===== config.mk =====
export PLATFORM = sky130hd
export DESIGN_NAME = tlb_cmd_unit
export DESIGN_NICKNAME = d
export VERILOG_FILES = /design/src/rtl/tlb_cmd_pkg.sv /design/src/rtl/tlb_cmd_unit.sv
export SDC_FILE = /design/constraint.sdc
export NUM_CORES = 1
export LEC_CHECK = 0
export ABC_AREA = 1
export BUFFER_PORTS_ARGS = -buffer_cell sky130_fd_sc_hd__buf_4
export CORE_AREA = 2 2 213 215
export CTS_BUF_LIST = sky130_fd_sc_hd__clkbuf_16
export CTS_CLUSTER_SIZE = 12
export DETAILED_ROUTE_END_ITERATION = 7
export DIE_AREA = 0 0 215 217
export GPL_TIMING_DRIVEN = 0
export HOLD_SLACK_MARGIN = 0.15
export PLACE_DENSITY = 0.56
export SETUP_SLACK_MARGIN = 0.1
export SYNTH_ARGS = -nofsm -noshare
export SYNTH_HDL_FRONTEND = slang
export SYNTH_SLANG_ARGS = --single-unit

===== constraint.sdc =====
create_clock -name clk -period 1.16 [get_ports clk]
set_input_delay 0.116 -clock clk [delete_from_list [all_inputs] [get_ports clk]]
set_output_delay 0.116 -clock clk [all_outputs]
set_load 0.02 [all_outputs]

===== src/rtl/tlb_cmd_pkg.sv =====
// rtl/tlb_cmd_pkg.sv - shared encodings, CSR field positions and FSM states for tlb_cmd_unit
package tlb_cmd_pkg;

   localparam logic [2:0] OP_SRCH = 3'd0;
   localparam logic [2:0] OP_RD   = 3'd1;
   localparam logic [2:0] OP_WR   = 3'd2;
   localparam logic [2:0] OP_FILL = 3'd3;
   localparam logic [2:0] OP_INV  = 3'd4;

   localparam logic [4:0] INV_OP_MAX = 5'd6;

   localparam int IDX_NE      = 31;
   localparam int IDX_PS_MSB  = 29;
   localparam int IDX_PS_LSB  = 24;
   localparam int EHI_VPPN_LSB = 13;

   localparam int ELO_V       = 0;
   localparam int ELO_D       = 1;
   localparam int ELO_PLV_LSB = 2;
   localparam int ELO_MAT_LSB = 4;
   localparam int ELO_G       = 6;
   localparam int ELO_PPN_LSB = 8;
   localparam int ELO_PPN_MSB = 27;

   typedef enum logic [1:0] {
      ST_IDLE,
      ST_EXEC,
      ST_RESP
   } state_t;

   function automatic logic [31:0] build_elo(input logic [19:0] ppn, input logic g,
                                              input logic [1:0] mat, input logic [1:0] plv,
                                              input logic d, input logic v);
      return {4'b0, ppn, 1'b0, g, mat, plv, d, v};
   endfunction

endpackage


===== src/rtl/tlb_cmd_unit.sv =====
// rtl/tlb_cmd_unit.sv - sequences one TLB management command per 3 cycles between the CSR file and the tlb array
module tlb_cmd_unit
   import tlb_cmd_pkg::*;
#(
   parameter int TLBNUM = 16,
   localparam int IDXW = $clog2(TLBNUM)
) (
   input  logic            clk,
   input  logic            resetn,
   input  logic            cmd_valid,
   output logic            cmd_ready,
   input  logic [2:0]      cmd_op,
   input  logic [4:0]      cmd_inv_op,
   input  logic [9:0]      cmd_inv_asid,
   input  logic [18:0]     cmd_inv_vppn,
   input  logic [31:0]     csr_tlbidx,
   input  logic [31:0]     csr_tlbehi,
   input  logic [31:0]     csr_tlbelo0,
   input  logic [31:0]     csr_tlbelo1,
   input  logic [9:0]      csr_asid,
   input  logic            csr_ecode_tlbr,
   output logic [18:0]     s_vppn,
   output logic            s_va_bit12,
   output logic [9:0]      s_asid,
   input  logic            s_found,
   input  logic [IDXW-1:0] s_index,
   output logic            invtlb_valid,
   output logic [4:0]      invtlb_op,
   output logic            we,
   output logic [IDXW-1:0] w_index,
   output logic            w_e,
   output logic [18:0]     w_vppn,
   output logic [5:0]      w_ps,
   output logic [9:0]      w_asid,
   output logic            w_g,
   output logic [19:0]     w_ppn0,
   output logic [1:0]      w_plv0,
   output logic [1:0]      w_mat0,
   output logic            w_d0,
   output logic            w_v0,
   output logic [19:0]     w_ppn1,
   output logic [1:0]      w_plv1,
   output logic [1:0]      w_mat1,
   output logic            w_d1,
   output logic            w_v1,
   output logic [IDXW-1:0] r_index,
   input  logic            r_e,
   input  logic [18:0]     r_vppn,
   input  logic [5:0]      r_ps,
   input  logic [9:0]      r_asid,
   input  logic            r_g,
   input  logic [19:0]     r_ppn0,
   input  logic [1:0]      r_plv0,
   input  logic [1:0]      r_mat0,
   input  logic            r_d0,
   input  logic            r_v0,
   input  logic [19:0]     r_ppn1,
   input  logic [1:0]      r_plv1,
   input  logic [1:0]      r_mat1,
   input  logic            r_d1,
   input  logic            r_v1,
   output logic            resp_valid,
   output logic [3:0]      resp_wmask,
   output logic [31:0]     resp_tlbidx,
   output logic [31:0]     resp_tlbehi,
   output logic [31:0]     resp_tlbelo0,
   output logic [31:0]     resp_tlbelo1,
   output logic [9:0]      resp_asid,
   output logic            resp_err
);

   state_t          state;
   logic [IDXW-1:0] fill_ptr;
   logic [2:0]      op_q;
   logic [30:0]     idx_q;
   logic            err_q;
   logic            cmd_err;
   logic            unused_ok;

   assign cmd_err = (cmd_op > OP_INV) || ((cmd_op == OP_INV) && (cmd_inv_op > INV_OP_MAX));
   assign unused_ok = ^{csr_tlbehi[EHI_VPPN_LSB-1:0], csr_tlbelo0[31:28], csr_tlbelo0[7],
                        csr_tlbelo1[31:28], csr_tlbelo1[7]};

   always_ff @(posedge clk or negedge resetn) begin
      if (!resetn) fill_ptr <= '0;
      else if (fill_ptr == IDXW'(TLBNUM - 1)) fill_ptr <= '0;
      else fill_ptr <= fill_ptr + 1'b1;
   end

   // Array-side and response outputs default to 0 every cycle; they are only
   // loaded on the edge entering EXEC or RESP, so each is a one-cycle pulse.
   always_ff @(posedge clk or negedge resetn) begin
      if (!resetn) begin
         state <= ST_IDLE;
         cmd_ready <= 1'b1;
         op_q <= '0; idx_q <= '0; err_q <= 1'b0;
         s_vppn <= '0; s_va_bit12 <= 1'b0; s_asid <= '0;
         invtlb_valid <= 1'b0; invtlb_op <= '0;
         we <= 1'b0; w_index <= '0; w_e <= 1'b0; w_vppn <= '0; w_ps <= '0; w_asid <= '0; w_g <= 1'b0;
         w_ppn0 <= '0; w_plv0 <= '0; w_mat0 <= '0; w_d0 <= 1'b0; w_v0 <= 1'b0;
         w_ppn1 <= '0; w_plv1 <= '0; w_mat1 <= '0; w_d1 <= 1'b0; w_v1 <= 1'b0;
         r_index <= '0;
         resp_valid <= 1'b0; resp_wmask <= '0; resp_tlbidx <= '0; resp_tlbehi <= '0;
         resp_tlbelo0 <= '0; resp_tlbelo1 <= '0; resp_asid <= '0; resp_err <= 1'b0;
      end else begin
         s_vppn <= '0; s_va_bit12 <= 1'b0; s_asid <= '0;
         invtlb_valid <= 1'b0; invtlb_op <= '0;
         we <= 1'b0; w_index <= '0; w_e <= 1'b0; w_vppn <= '0; w_ps <= '0; w_asid <= '0; w_g <= 1'b0;
         w_ppn0 <= '0; w_plv0 <= '0; w_mat0 <= '0; w_d0 <= 1'b0; w_v0 <= 1'b0;
         w_ppn1 <= '0; w_plv1 <= '0; w_mat1 <= '0; w_d1 <= 1'b0; w_v1 <= 1'b0;
         r_index <= '0;
         resp_valid <= 1'b0; resp_wmask <= '0; resp_tlbidx <= '0; resp_tlbehi <= '0;
         resp_tlbelo0 <= '0; resp_tlbelo1 <= '0; resp_asid <= '0; resp_err <= 1'b0;
         case (state)
            ST_IDLE: begin
               if (cmd_valid) begin
                  state <= ST_EXEC;
                  cmd_ready <= 1'b0;
                  op_q <= cmd_op;
                  idx_q <= csr_tlbidx[30:0];
                  err_q <= cmd_err;
                  case (cmd_op)
                     OP_SRCH: begin
                        s_vppn <= csr_tlbehi[31:EHI_VPPN_LSB];
                        s_asid <= csr_asid;
                     end
                     OP_RD: r_index <= csr_tlbidx[IDXW-1:0];
                     OP_WR, OP_FILL: begin
                        we <= 1'b1;
                        w_index <= (cmd_op == OP_FILL) ? fill_ptr : csr_tlbidx[IDXW-1:0];
                        w_e <= csr_ecode_tlbr | ~csr_tlbidx[IDX_NE];
                        w_vppn <= csr_tlbehi[31:EHI_VPPN_LSB];
                        w_ps <= csr_tlbidx[IDX_PS_MSB:IDX_PS_LSB];
                        w_asid <= csr_asid;
                        w_g <= csr_tlbelo0[ELO_G] & csr_tlbelo1[ELO_G];
                        w_ppn0 <= csr_tlbelo0[ELO_PPN_MSB:ELO_PPN_LSB];
                        w_plv0 <= csr_tlbelo0[ELO_PLV_LSB+1:ELO_PLV_LSB];
                        w_mat0 <= csr_tlbelo0[ELO_MAT_LSB+1:ELO_MAT_LSB];
                        w_d0 <= csr_tlbelo0[ELO_D];
                        w_v0 <= csr_tlbelo0[ELO_V];
                        w_ppn1 <= csr_tlbelo1[ELO_PPN_MSB:ELO_PPN_LSB];
                        w_plv1 <= csr_tlbelo1[ELO_PLV_LSB+1:ELO_PLV_LSB];
                        w_mat1 <= csr_tlbelo1[ELO_MAT_LSB+1:ELO_MAT_LSB];
                        w_d1 <= csr_tlbelo1[ELO_D];
                        w_v1 <= csr_tlbelo1[ELO_V];
                     end
                     OP_INV: begin
                        invtlb_valid <= (cmd_inv_op <= INV_OP_MAX);
                        invtlb_op <= cmd_inv_op;
                        s_asid <= cmd_inv_asid;
                        s_vppn <= cmd_inv_vppn;
                     end
                     default: ;
                  endcase
               end
            end
            ST_EXEC: begin
               state <= ST_RESP;
               resp_valid <= 1'b1;
               resp_err <= err_q;
               case (op_q)
                  OP_SRCH: begin
                     resp_wmask <= 4'b0001;
                     resp_tlbidx <= {~s_found, idx_q};
                     if (s_found) resp_tlbidx[IDXW-1:0] <= s_index;
                  end
                  OP_RD: begin
                     resp_wmask <= 4'b1111;
                     if (r_e) begin
                        resp_tlbidx <= {1'b0, idx_q[30], r_ps, idx_q[23:0]};
                        resp_tlbehi <= {r_vppn, 13'b0};
                        resp_tlbelo0 <= build_elo(r_ppn0, r_g, r_mat0, r_plv0, r_d0, r_v0);
                        resp_tlbelo1 <= build_elo(r_ppn1, r_g, r_mat1, r_plv1, r_d1, r_v1);
                        resp_asid <= r_asid;
                     end else begin
                        resp_tlbidx <= {1'b1, idx_q[30], 6'b0, idx_q[23:0]};
                     end
                  end
                  default: ;
               endcase
            end
            ST_RESP: begin
               state <= ST_IDLE;
               cmd_ready <= 1'b1;
            end
            default: begin
               state <= ST_IDLE;
               cmd_ready <= 1'b1;
            end
         endcase
      end
   end

endmodule

==> impl.org <==
** Status
- Outcome :: complete, but fails checks
- The final reports fail on negative hold slack, negative setup slack.

** Worst setup path
- STA classifies the critical path startpoint as a register.
- Biggest fanout along the worst timing path :: 6
- For this run, the slowest stage of the critical path takes 0.39 ns.
- Max stage delay cell, worst path :: dfrtp_1
- Data arrival, critical path :: 1.97 ns
- Sort of element at the end of the critical path :: register
- Kind of critical path :: reg -> reg
- For the worst setup path, the data required time is 1.61 ns.
- Critical-path cell list :: inv_2 -> nand3b_1 -> nor2_8 -> nand2_8 -> clkbuf_16 -> nor2_4

** Floorplanning
- 552 I/O pins were placed.
- The initialized floorplan defines 78 standard-cell rows.
- In this run the horizontal extent of the chip is 215 µm.
- For this configuration, the core starts out at a cell density of 23.1%.
- Vertical die dimension :: 217 µm
- The floorplan step defined a core boundary enclosing 44,700 µm².
- Total Die Area :: 46,700 µm²

** Synth
- Cells after Synth :: 1,022
- Top cells by area, synth :: dfrtp_1, inv_1, nor2_1, nand2_1, buf_4
- After synthesis the netlist holds a flip-flop and latch count of 293.
- In this run the cell area of the synthesized design comes to 10,300 µm².
- Area share of the largest cell type after synthesis :: 70.6%
- dfrtp_1 takes more of the synthesized area than any other cell.
- Yosys printed 0 warnings.
- A synthesized cell averages 10.1 µm².
- Fraction of the yosys area taken by sequential cells :: 70.9%
- Number of different library cells in the post-synthesis netlist :: 23

** Layout
- After routing the design area is 21,600 µm².
- Relative to the synthesized area, the layout overhead comes to 109%.
- Most frequent standard cell in the layout excluding fill and tap cells :: buf_4
- 0 antenna diodes ended up in the layout.
- The count of cells in the finished layout, fillers not included, comes to 2,524.
- Cells fill 48.4% of the core in the end.
- At the end of the flow, the number of nets in the layout was 2,175.
- Layout cells sized above 1 :: 48.7%
- In the layout the commonest cells are buf_4, dfrtp_1, dlygate4sd3_1.

** Global route
- Number of antenna violations at the first check in global routing :: 1
- First-pass GRT wire length :: 58.3 mm
- Total congestion overflow after global routing :: 0
- Pin count of the biggest net entering global routing :: 118
- All-layer global routing usage :: 16.2%
- Vias in the first global route :: 10,297

** Drt
- Number of violations reported at the end of detailed-routing iteration 0 :: 562
- After detailed routing, the number of vias per cell comes to 3.98.
- Wirelength per Cell :: 16.9 µm
- The count of nets left with antenna violations once routing finished came out at 0.
- Total wirelength of the detailed-routed design :: 42.8 mm
- Number of detailed-route iterations in the first pass :: 5
- Remaining design rule violation count :: 0
- Summing over every cut layer, the via total after detailed routing is 10,039.

** Placement
- Detailed placement HPWL :: 26.0 mm
- Summing all placed instances gives a cell area of 15,100 µm².
- Routability-driven placement finished with a final weighted congestion of 0.870.
- Number of port buffers :: 503
- Dpl cells :: 2,150

** STA
- Worst Tran Pin Value :: 0.767 ns
- On the final layout, the worst hold slack is -0.418 ns.
- The number of hold violations in the final report is 89.
- RSZ-0062 raised after global routing :: yes
- Final setup vio count :: 448
- Maximum frequency from static timing analysis :: 660 MHz
- The worst path in the final design needs a cycle of 1.52 ns, including I/O delays and setup.
- Share of the clock period used by the worst path after layout :: 131%
- Post-layout worst setup margin :: -0.355 ns
- Number of pins exceeding their max-slew limit in the final report :: 0
- Max_slew headroom :: 48.8%
- On the final layout, the worst clock skew is 0.0177 ns.

** Power and ir drop
- Areal power density over the cells :: 1250 nW/µm²
- VDD sags by at most 0.000864 V.
- Total power after layout :: 27.0 mW
- Leakage dissipation :: 11.6 nW

** Clock tree
- CTS Hold Bufs :: 249
- TritonCTS clock tree :: done
- The tree built by TritonCTS fans out to 293 sinks.
- Clock tree synthesis selected as its root buffer the cell clkbuf_16.
- Clock tree synthesis inserted a total of 35 buffers.
- Maximum buffer depth of the clock tree :: 3
- Depth of the CTS H-tree :: 2
- The clock reaches the later pin of the worst-skew pair after 0.54 ns.
- Clock slew at reported path FFs :: 0.06 ns

** Min path
- Class of the tightest hold or removal check :: in -> async

** Flow run
- Max-cap violations in this run came to 0.
==> where the power goes <==
| part | internal [mW] | total [mW] | switching, mW |
|---|---|---|---|
| clock network | 6.16 | 10.6 | 4.46 |
| registers | 10.8 | 11.0 | 0.253 |
| logic | 2.69 | 5.37 | 2.68 |
| total | 19.6 | 27.0 | 7.39 |
==> critical path, delay by kind of cell (launching register included) <==
kind	cells	cell delay, ns
DFF	1	0.39
and+or+nand+nor	4	0.74
buffers and inverters	2	0.28
==> layer usage <==
metal	track usage [%]	vias up	wire length, µm
met1	18.2	4901	15900
met2	28.6	400	22200
met3	4.95	89	3040
met5	0	-	13
met4	6.76	2	1590
li1	-	4647	-
==> layout make-up <==
type                    count  area, µm²
plain buffers              60        796
clock buffers              35        876
clock inverters            25        203
fillers                  3839      23100
inverters                 217        851
multi-input cells         477       3440
flip-flops and latches    293       7340
well taps                 600        751
repair buffers            815       7370
repair inverters            2       25.0
==> synth_stat cells, drive strengths merged <==
library cell and n:
conb 1, buf 52, nor2 218, nand2 171, a21oi 4, xor2 1
nand3b 1, ha 1, o21ai 41, inv 217, dfrtp 292, nand3 8
dfstp 1, nand4 6, clkbuf 8
==> path summary, 6_finish.rpt <==
kind                                 startpoint                         end  slack (ns)  cells after the start
setup / recovery            op_q[2]$_DFFE_PN0P_  resp_tlbelo0[23]$_DFF_PN0_       -0.36                      6
hold / removal                           resetn   resp_tlbehi[26]$_DFF_PN0_       -0.42                      1
setup reg to reg            op_q[2]$_DFFE_PN0P_  resp_tlbelo0[23]$_DFF_PN0_       -0.36                      6
hold reg to reg            idx_q[2]$_DFFE_PN0P_    resp_tlbidx[2]$_DFF_PN0_        0.46                      2
max in group asynchronous                resetn         w_ppn1[6]$_DFF_PN0_        0.52                      2
min in group clk                      cmd_op[0]         op_q[0]$_DFFE_PN0P_       -0.14                      3
==> state kept, by name (all words and copies together), names as in the netlist, 5 cells and up <==
register      flops
w_ppn1           20
w_ps              6
s_asid           10
s_vppn           19
resp_tlbelo0     26
w_vppn           19
idx_q            31
resp_tlbidx      32
w_ppn0           20
resp_tlbehi      19
resp_asid        10
invtlb_op         5
w_asid           10
resp_tlbelo1     27
==> cell families after synthesis <==
kind of cell / synth area share, %
compound gates: 2.18
other cells: 0.0362
fa+ha+maj: 0.121
xor+xnor: 0.0847
flops: 70.9
simple gates: 15.3
buf+inv: 11.4
==> per-stage QoR <==
stage	setup TNS, ns	setup slack (ns)
final	-70.25	-0.355
after global routing	-99.19	-0.404
after CTS	-53.37	-0.266
after detailed placement	-125.35	-0.778
after global placement	-887.73	-2.68
after floorplan	-7.61	-0.0847
==> what timing repair did <==
action / CTS / global route
setup buffers: 19 / 17
hold endpoints to repair: 351 / 92
resized for setup: 92 / 502
pin swaps: 14 / 22
cloned: 4 / 26
setup endpoints to repair: 541 / 542
Power figures use the tool's default switching activity.
